### config.mk
export PLATFORM = sky130hd
export DESIGN_NAME = awsf1_sda_axil_initiator
export DESIGN_NICKNAME = d
export VERILOG_FILES = /design/src/rtl/awsf1_sda_pkg.sv /design/src/rtl/awsf1_sda_axil_initiator.sv
export SDC_FILE = /design/constraint.sdc
export NUM_CORES = 1
export LEC_CHECK = 0
export BUFFER_PORTS_ARGS = -buffer_cell sky130_fd_sc_hd__clkbuf_2
export CAP_MARGIN = 20
export CORE_AREA = 5 5 115 117
export DETAILED_ROUTE_END_ITERATION = 16
export DIE_AREA = 0 0 120 122
export GPL_ROUTABILITY_DRIVEN = 0
export PLACE_DENSITY = 0.88
export SYNTH_ARGS = -nofsm -noshare
export SYNTH_HDL_FRONTEND = slang
export SYNTH_SLANG_ARGS = --single-unit
### constraint.sdc
create_clock -name clk_main_a0 -period 5.5 [get_ports clk_main_a0]
set_input_delay 0.55 -clock clk_main_a0 [delete_from_list [all_inputs] [get_ports clk_main_a0]]
set_output_delay 0.55 -clock clk_main_a0 [all_outputs]
set_load 0.01 [all_outputs]
### src/rtl/awsf1_sda_pkg.sv
// Shared types for the SDA AXI-Lite initiator: FSM states, AXI resp codes,
// command/response bundles. AWSF1_SDA_AXIL_TIMEOUT_EN adds the DRAIN state.
package awsf1_sda_pkg;

   localparam int SDA_AW = 32;
   localparam int SDA_DW = 32;

`ifdef AWSF1_SDA_AXIL_TIMEOUT_EN
   typedef enum logic [2:0] {
      S_IDLE, S_WR, S_WR_B, S_RD_AR, S_RD_R, S_RSP, S_DRAIN
   } state_t;
`else
   typedef enum logic [2:0] {
      S_IDLE, S_WR, S_WR_B, S_RD_AR, S_RD_R, S_RSP
   } state_t;
`endif

   localparam logic [1:0] RESP_OKAY   = 2'b00;
   localparam logic [1:0] RESP_EXOKAY = 2'b01;
   localparam logic [1:0] RESP_SLVERR = 2'b10;
   localparam logic [1:0] RESP_DECERR = 2'b11;

   localparam logic [31:0] TIMEOUT_RDATA = 32'hDEAD_BEEF;

   typedef struct packed {
      logic              write;
      logic [SDA_AW-1:0] addr;
      logic [SDA_DW-1:0] wdata;
      logic [SDA_DW/8-1:0] wstrb;
   } sda_cmd_t;

   typedef struct packed {
      logic              write;
      logic [SDA_DW-1:0] rdata;
      logic [1:0]        resp;
   } sda_rsp_t;

endpackage

### src/rtl/awsf1_sda_axil_initiator.sv
// Single-outstanding AXI-Lite master for the SDA BAR4 register bus.
// Optional response watchdog: define AWSF1_SDA_AXIL_TIMEOUT_EN.
module awsf1_sda_axil_initiator
   import awsf1_sda_pkg::*;
#(
   parameter int ADDR_WIDTH     = 32,
   parameter int DATA_WIDTH     = 32,
   parameter int TIMEOUT_CYCLES = 1024
) (
   input  logic                    clk_main_a0,
   input  logic                    rst_main,
   input  logic                    cmd_valid,
   output logic                    cmd_ready,
   input  logic                    cmd_write,
   input  logic [ADDR_WIDTH-1:0]   cmd_addr,
   input  logic [DATA_WIDTH-1:0]   cmd_wdata,
   input  logic [DATA_WIDTH/8-1:0] cmd_wstrb,
   output logic                    rsp_valid,
   input  logic                    rsp_ready,
   output logic                    rsp_write,
   output logic [DATA_WIDTH-1:0]   rsp_rdata,
   output logic [1:0]              rsp_resp,
   output logic                    sda_cl_awvalid,
   output logic [ADDR_WIDTH-1:0]   sda_cl_awaddr,
   input  logic                    cl_sda_awready,
   output logic                    sda_cl_wvalid,
   output logic [DATA_WIDTH-1:0]   sda_cl_wdata,
   output logic [DATA_WIDTH/8-1:0] sda_cl_wstrb,
   input  logic                    cl_sda_wready,
   input  logic                    cl_sda_bvalid,
   input  logic [1:0]              cl_sda_bresp,
   output logic                    sda_cl_bready,
   output logic                    sda_cl_arvalid,
   output logic [ADDR_WIDTH-1:0]   sda_cl_araddr,
   input  logic                    cl_sda_arready,
   input  logic                    cl_sda_rvalid,
   input  logic [DATA_WIDTH-1:0]   cl_sda_rdata,
   input  logic [1:0]              cl_sda_rresp,
   output logic                    sda_cl_rready
);

   localparam int STRB_W = DATA_WIDTH / 8;
   localparam int LSB    = $clog2(STRB_W);
   localparam logic [ADDR_WIDTH-1:0] ADDR_MASK = {ADDR_WIDTH{1'b1}} << LSB;

   if (TIMEOUT_CYCLES < 1) begin : g_bad_timeout
      $error("TIMEOUT_CYCLES must be at least 1");
   end

   state_t state, state_n;

   logic                    cmd_ready_n, rsp_valid_n, rsp_write_n;
   logic [DATA_WIDTH-1:0]   rsp_rdata_n;
   logic [1:0]              rsp_resp_n;
   logic                    awvalid_n, wvalid_n, arvalid_n;
   logic                    bready_n, rready_n;
   logic [ADDR_WIDTH-1:0]   awaddr_n, araddr_n;
   logic [DATA_WIDTH-1:0]   wdata_n;
   logic [STRB_W-1:0]       wstrb_n;
   logic                    aw_done, w_done;

`ifdef AWSF1_SDA_AXIL_TIMEOUT_EN
   localparam logic [31:0] TO_LIM = 32'(TIMEOUT_CYCLES - 1);
   logic [31:0] cnt, cnt_n;
   logic        drain, drain_n, expired, late_beat;
`endif

   always_comb begin
      state_n     = state;
      awvalid_n   = sda_cl_awvalid;
      wvalid_n    = sda_cl_wvalid;
      arvalid_n   = sda_cl_arvalid;
      awaddr_n    = sda_cl_awaddr;
      araddr_n    = sda_cl_araddr;
      wdata_n     = sda_cl_wdata;
      wstrb_n     = sda_cl_wstrb;
      rsp_valid_n = rsp_valid;
      rsp_write_n = rsp_write;
      rsp_rdata_n = rsp_rdata;
      rsp_resp_n  = rsp_resp;
      aw_done     = !sda_cl_awvalid || cl_sda_awready;
      w_done      = !sda_cl_wvalid || cl_sda_wready;
`ifdef AWSF1_SDA_AXIL_TIMEOUT_EN
      drain_n   = drain;
      expired   = (cnt == TO_LIM);
      late_beat = (sda_cl_bready && cl_sda_bvalid) ||
                  (sda_cl_rready && cl_sda_rvalid);
`endif
      unique case (state)
         S_IDLE: begin
            if (cmd_valid && cmd_ready) begin
               rsp_write_n = cmd_write;
               if (cmd_write) begin
                  state_n   = S_WR;
                  awvalid_n = 1'b1;
                  wvalid_n  = 1'b1;
                  awaddr_n  = cmd_addr & ADDR_MASK;
                  wdata_n   = cmd_wdata;
                  wstrb_n   = cmd_wstrb;
               end else begin
                  state_n   = S_RD_AR;
                  arvalid_n = 1'b1;
                  araddr_n  = cmd_addr & ADDR_MASK;
               end
            end
         end
         S_WR: begin
            awvalid_n = sda_cl_awvalid && !cl_sda_awready;
            wvalid_n  = sda_cl_wvalid && !cl_sda_wready;
            if (aw_done && w_done) begin
               state_n = S_WR_B;
            end
`ifdef AWSF1_SDA_AXIL_TIMEOUT_EN
            else if (expired) begin
               awvalid_n   = 1'b0;
               wvalid_n    = 1'b0;
               state_n     = S_RSP;
               rsp_valid_n = 1'b1;
               rsp_resp_n  = RESP_DECERR;
               rsp_rdata_n = DATA_WIDTH'(TIMEOUT_RDATA);
               drain_n     = 1'b1;
            end
`endif
         end
         S_WR_B: begin
            if (sda_cl_bready && cl_sda_bvalid) begin
               state_n     = S_RSP;
               rsp_valid_n = 1'b1;
               rsp_resp_n  = cl_sda_bresp;
               rsp_rdata_n = '0;
            end
`ifdef AWSF1_SDA_AXIL_TIMEOUT_EN
            else if (expired) begin
               state_n     = S_RSP;
               rsp_valid_n = 1'b1;
               rsp_resp_n  = RESP_DECERR;
               rsp_rdata_n = DATA_WIDTH'(TIMEOUT_RDATA);
               drain_n     = 1'b1;
            end
`endif
         end
         S_RD_AR: begin
            if (cl_sda_arready) begin
               arvalid_n = 1'b0;
               state_n   = S_RD_R;
            end
         end
         S_RD_R: begin
            if (sda_cl_rready && cl_sda_rvalid) begin
               state_n     = S_RSP;
               rsp_valid_n = 1'b1;
               rsp_resp_n  = cl_sda_rresp;
               rsp_rdata_n = cl_sda_rdata;
            end
`ifdef AWSF1_SDA_AXIL_TIMEOUT_EN
            else if (expired) begin
               state_n     = S_RSP;
               rsp_valid_n = 1'b1;
               rsp_resp_n  = RESP_DECERR;
               rsp_rdata_n = DATA_WIDTH'(TIMEOUT_RDATA);
               drain_n     = 1'b1;
            end
`endif
         end
         S_RSP: begin
`ifdef AWSF1_SDA_AXIL_TIMEOUT_EN
            // A late beat while the DECERR is pending counts as drained
            if (drain && late_beat) drain_n = 1'b0;
`endif
            if (rsp_ready) begin
               rsp_valid_n = 1'b0;
               state_n     = S_IDLE;
`ifdef AWSF1_SDA_AXIL_TIMEOUT_EN
               if (drain_n) state_n = S_DRAIN;
`endif
            end
         end
`ifdef AWSF1_SDA_AXIL_TIMEOUT_EN
         S_DRAIN: begin
            if (late_beat || expired) begin
               drain_n = 1'b0;
               state_n = S_IDLE;
            end
         end
`endif
         default: state_n = S_IDLE;
      endcase
      cmd_ready_n = (state_n == S_IDLE);
      bready_n    = (state_n == S_WR_B);
      rready_n    = (state_n == S_RD_R);
`ifdef AWSF1_SDA_AXIL_TIMEOUT_EN
      if (drain_n && (state_n == S_RSP || state_n == S_DRAIN)) begin
         bready_n = rsp_write;
         rready_n = !rsp_write;
      end
      cnt_n = (state_n != state) ? '0 : cnt + 32'd1;
`endif
   end

   always_ff @(posedge clk_main_a0 or posedge rst_main) begin
      if (rst_main) begin
         state          <= S_IDLE;
         cmd_ready      <= 1'b0;
         rsp_valid      <= 1'b0;
         rsp_write      <= 1'b0;
         rsp_rdata      <= '0;
         rsp_resp       <= RESP_OKAY;
         sda_cl_awvalid <= 1'b0;
         sda_cl_awaddr  <= '0;
         sda_cl_wvalid  <= 1'b0;
         sda_cl_wdata   <= '0;
         sda_cl_wstrb   <= '0;
         sda_cl_bready  <= 1'b0;
         sda_cl_arvalid <= 1'b0;
         sda_cl_araddr  <= '0;
         sda_cl_rready  <= 1'b0;
      end else begin
         state          <= state_n;
         cmd_ready      <= cmd_ready_n;
         rsp_valid      <= rsp_valid_n;
         rsp_write      <= rsp_write_n;
         rsp_rdata      <= rsp_rdata_n;
         rsp_resp       <= rsp_resp_n;
         sda_cl_awvalid <= awvalid_n;
         sda_cl_awaddr  <= awaddr_n;
         sda_cl_wvalid  <= wvalid_n;
         sda_cl_wdata   <= wdata_n;
         sda_cl_wstrb   <= wstrb_n;
         sda_cl_bready  <= bready_n;
         sda_cl_arvalid <= arvalid_n;
         sda_cl_araddr  <= araddr_n;
         sda_cl_rready  <= rready_n;
      end
   end

`ifdef AWSF1_SDA_AXIL_TIMEOUT_EN
   always_ff @(posedge clk_main_a0 or posedge rst_main) begin
      if (rst_main) begin
         cnt   <= '0;
         drain <= 1'b0;
      end else begin
         cnt   <= cnt_n;
         drain <= drain_n;
      end
   end
`endif

endmodule
# --- Word-level counts from Yosys, hierarchy flattened ---
# Index checks and enable logic that the tools add are counted.
totals:
  reg_bits: 141
  in_bits: 114
  elab_cells: 81
classes:
  n_eq_ne: 14
  muxes: 26
  n_bitwise: 1
  n_reduce_logical: 25
ops:
  columns: ["cell", "n"]
  rows:
  - ["32-bit 2-to-1 mux", 2]
  - ["32-bit one-hot mux with 2 select lines", 1]
  - ["3-bit 2-to-1 mux", 6]
  - ["3-bit one-hot mux with 6 select lines", 1]
  - ["2-bit inequality test, second input constant", 7]
  - ["3-bit AND reduction", 4]
  - ["3-bit by 2-bit == test with 1-bit output, second input constant", 3]
  - ["3-bit == test, second input constant", 3]
  - ["1-bit 2-to-1 mux", 8]
  - ["4-bit AND reduction", 2]
  - ["1-bit logical AND", 6]
  - ["3-bit logical NOT", 2]
  - ["2-bit 2-to-1 mux", 3]
  - ["1-bit one-hot mux with 2 select lines", 3]
  - ["2-bit nonzero test", 3]
  - ["1-bit logical NOT", 4]
  - ["2-bit one-hot mux with 2 select lines", 1]
  - ["3-bit by 1-bit == test with 1-bit output, second input constant", 1]
  - ["1-bit one-hot mux with 3 select lines", 1]
  - ["3-bit nonzero test", 1]
  - ["1-bit logical OR", 2]
  - ["2-bit AND reduction", 1]
  - ["1-bit inverter", 1]

# --- Longest topological paths before layout ---
logic_depth:
  word_depth: 6
  ltp_mapped: 7
  depth_no_buf: 4

# --- Worst setup path before layout ---
# No wires, ideal clock.
synth_timing:
  kind: "input to register"
  startpoint: "input port cmd_valid"
  endpoint: "register sda_cl_araddr[3]"
  setup_ps: 125
  t_arrival_ps: 1690
  required_time_ps: 5375
  setup_slack_ps: 3685
  cell_stages: 5
  path_buffers: 1
  cell_sequence: "nand2_1 -> or4_4 -> nor2_4 -> buf_6 -> mux2_2"
synth_between:
  elab_chain_cells: 2
synth_rtl:
  columns: ["item", "line", "source"]
  rows:
  - ["start: declaration", "awsf1_sda_axil_initiator.sv:12", "input logic cmd_valid,"]
  - ["1-bit logical AND", "awsf1_sda_axil_initiator.sv:91", "if (cmd_valid && cmd_ready) begin"]
  - ["3-bit AND reduction (no line)", null, null]
  - ["end signal: assignment", "awsf1_sda_axil_initiator.sv:231", "sda_cl_araddr <= araddr_n;"]
  - ["end: declaration", "awsf1_sda_axil_initiator.sv:34", "output logic [ADDR_WIDTH-1:0] sda_cl_araddr,"]
# Every way passes these cells.
# A chain may end at the register's enable or synchronous reset.

# --- Final worst setup path ---
layout_timing:
  startpoint: "register state[1]"
  endpoint: "register sda_cl_araddr[31]"
layout_between:
  elab_chain_cells: 2
layout_rtl:
  columns: ["item", "line", "source"]
  rows:
  - ["start: declaration", "awsf1_sda_axil_initiator.sv:50", "state_t state, state_n;"]
  - ["start signal: assignment", "awsf1_sda_axil_initiator.sv:218", "state <= state_n;"]
  - ["3-bit logical NOT", "awsf1_sda_axil_initiator.sv:89", "unique case (state)"]
  - ["3-bit AND reduction (no line)", null, null]
# Every way passes these cells.

==> results.ini <==
[drt]
avgRoutedWirePerCell_um = 16.4
post_drt_via_cell_ratio = 4.91
top_layer_used = met4
drtPass1Iterations = 4
wl_met2_um = 7230
wl_met1_um = 4890
drt_iter0_drc = 157
ant_nets = 0
drt-total-wl_um = 13500
drc = 0
vias = 4052
wl_met3_um = 1100

[pwr]
ir_drop_uv = 283
p_leak_nw = 3.74
swShare_pct = 33.5
combPwrFrac_pct = 33.7
p_sw_w = 0.00143
clkPwrFrac_pct = 24.3
p_seq_share_pct = 42.0
powerDensity_nw_per_um2 = 577
intPower_w = 0.00284

[worst_hold_path]
hp-class = input port to async pin

[timing]
drv_slew = 0
rsz0062_at_grt = false
max_freq_mhz = 404
fin_tns_setup_ps = 0
hold_viol = 0
fin_crit_ps = 2480
finalSetupViolCount = 0
finClkSkew_ps = 6.07
max-slew-margin-rel_pct = 33.3
tightest_slew_ps = 998
fin_crit_sh_pct = 45.0

[worst_setup_path]
start_kind = flip-flop
arrival_ps = 2760
cp_top_family = simple AND/OR/NAND/NOR gates
startpoint = state[1]
critPathCaptureType = flip-flop
crit_path_max_incr_delay_ps = 770
worst-path-buf-inv = 0
cp_cell_sequence = or4_4 -> nor2_4 -> mux2_2
cp.depth = 3
timing.rr.start = state[1]
critPathCapture = sda_cl_araddr[31]
critPathMaxFanout = 33
crit_type = flip-flop to flip-flop
crit_slowest_cell = nor2_4
r2r_end = sda_cl_araddr[31]
ff2ff_setup_slack_ps = 3020
r2r_cells = 3
cp_data_required_time_ps = 5790

[clocking]
cts_made_buffers = 17
clkLatencyLatePin_ps = 400
post_cts_buffers = 0
path_clk_slew_ps = 60
cts_resized = 0
postCtsHoldBufs = 0
cts_htree_levels = 4
clock-sinks = 141
cts-root-buf = clkbuf_16
clk_path_buf_depth = 2
cts_tree = done

[floorplanning]
die_y_um = 122
core_area_um2 = 12300
start_util_pct = 45.3
ioPinCount = 256
num_rows = 41
die_width_um = 120
dieArea_um2 = 14600

[global_routing]
grt.overflow.total = 0
grt_pass1_wl_um = 21400
grt_max_degree = 96
antenna_found_initial = 0
grt_pass1_vias = 4317
grt_usage_pct = 18.7

[synth]
yosys_warnings = 0
synth_top_area_share_pct = 63.6
synth_edf_count = 0
syn_area_per_cell_um2 = 13.3
ys_ff_latch = 141
synth.distinct_cells = 36
yosysMostFrequentCell = dfrtp_1
synthCells = 416
synth.area.top_cells = dfrtp_1 64%, mux2_2 15%, nand2_1 5.0%
async_flop_share_pct = 100
ys_seq_area_share_pct = 63.6
syn_area_um2 = 5550
synth_ff_type = dfrtp_1
synth_common_cells = 141 x dfrtp_1, 74 x mux2_2, 74 x nand2_1, 32 x o21ai_0, 22 x mux2_1
yosysTopAreaCell = dfrtp_1

[finish]
syn2layout_area_growth_pct = 33.2
drive_gt1_share_pct = 53.7
n_fill_cell = 974
fin_util_pct = 60.3
diodes = 0
final_nets = 777

[placed_design]
portBuffers = 249
dp_hpwl_um = 10200

[flow_run]
maxCapViolCount = 0

[status]
status = complete, no violations

logic make-up (layout without fill, tap and decap cells):
kind of cell	count (synthesis)	in the layout	synth area share, %
DFF	141	141	63.6
and+or+nand+nor	100	100	8.70
muxes	98	98	19.8
AOI/OAI and AO/OA	45	45	4.35
buffers and inverters	31	288	3.47
other	1	4	0.0676
state kept, by name, indices dropped and copies added (netlist names):
| signal | count |
|---|---|
| rsp_resp | 2 |
| sda_cl_wstrb | 4 |
| cmd_ready | 1 |
| sda_cl_araddr | 30 |
| sda_cl_arvalid | 1 |
| sda_cl_wdata | 32 |
| sda_cl_awaddr | 30 |
| sda_cl_wvalid | 1 |
| rsp_rdata | 32 |
| state | 3 |
| rsp_write | 1 |
| rsp_valid | 1 |
| sda_cl_bready | 1 |
| sda_cl_rready | 1 |
| sda_cl_awvalid | 1 |
cells in the final DEF, fill, tap and decap left out, types with 2 or more instances in the layout:
cell,instances
clkbuf_2,249
dfrtp_1,141
mux2_2,74
nand2_1,73
o21ai_0,32
mux2_1,22
clkbuf_16,17
clkinv_2,6
o21ai_1,5
clkinvlp_4,5
conb_1,4
nor2b_1,3
inv_1,3
nand3_1,3
buf_4,3
nand4b_1,2
nor2_1,2
nor4bb_1,2
a21oi_1,2
nand4_1,2
mux2i_1,2
a21o_1,2
a22oi_1,2
clkbuf_1,2
worst min-delay path by stage:
stage	start	endpoint
after global routing	cl_sda_awready	sda_cl_awvalid
after detailed placement	rsp_write	rsp_write
final	rst_main	sda_cl_wdata[1]
after CTS	rst_main	sda_cl_wdata[1]
after global placement	rsp_rdata[28]	rsp_rdata[28]
after floorplan	rsp_write	rsp_write
cell type report:
class	count	area, um^2	share of cell area (%)
clock inverters	12	97.6	1.32
clock buffers	20	447	6.04
well taps	150	188	2.54
inverters	4	20.0	0.271
multi-input cells	247	1840	24.9
repair buffers	252	1270	17.2
flip-flops and latches	141	3530	47.7
through the flow:
stage	worst slack, ps	hold slack, ps	cells	power [W]	area, um^2
4_1_cts	2990	336	826	0.00433	7390
5_1_grt	2910	342	826	0.00454	7390
3_5_place_dp	2970	465	794	0.00327	6850
3_3_place_gp	3020	462	794	0.00317	6850
6_report	3020	281	826	0.00427	7390
2_1_floorplan	1170	507	419	0.00257	5560
metal layers:
layer | track usage, % | up-vias
li1 | - | 1919
met1 | 19.3 | 1956
met2 | 33.9 | 153
met3 | 7.43 | 24
met4 | 7.44 | 0
met5 | 0 | -
power by group through the flow:
stage	Sequential [W]	Clock [W]	Combinational, W
after floorplan	0.00198	0	0.000593
after global placement	0.00177	0	0.00141
after detailed placement	0.00181	0	0.00146
after CTS	0.00180	0.00107	0.00147
after global routing	0.00186	0.00112	0.00157
final	0.00179	0.00104	0.00144
Note: power is estimated with default switching activity, not from simulation.
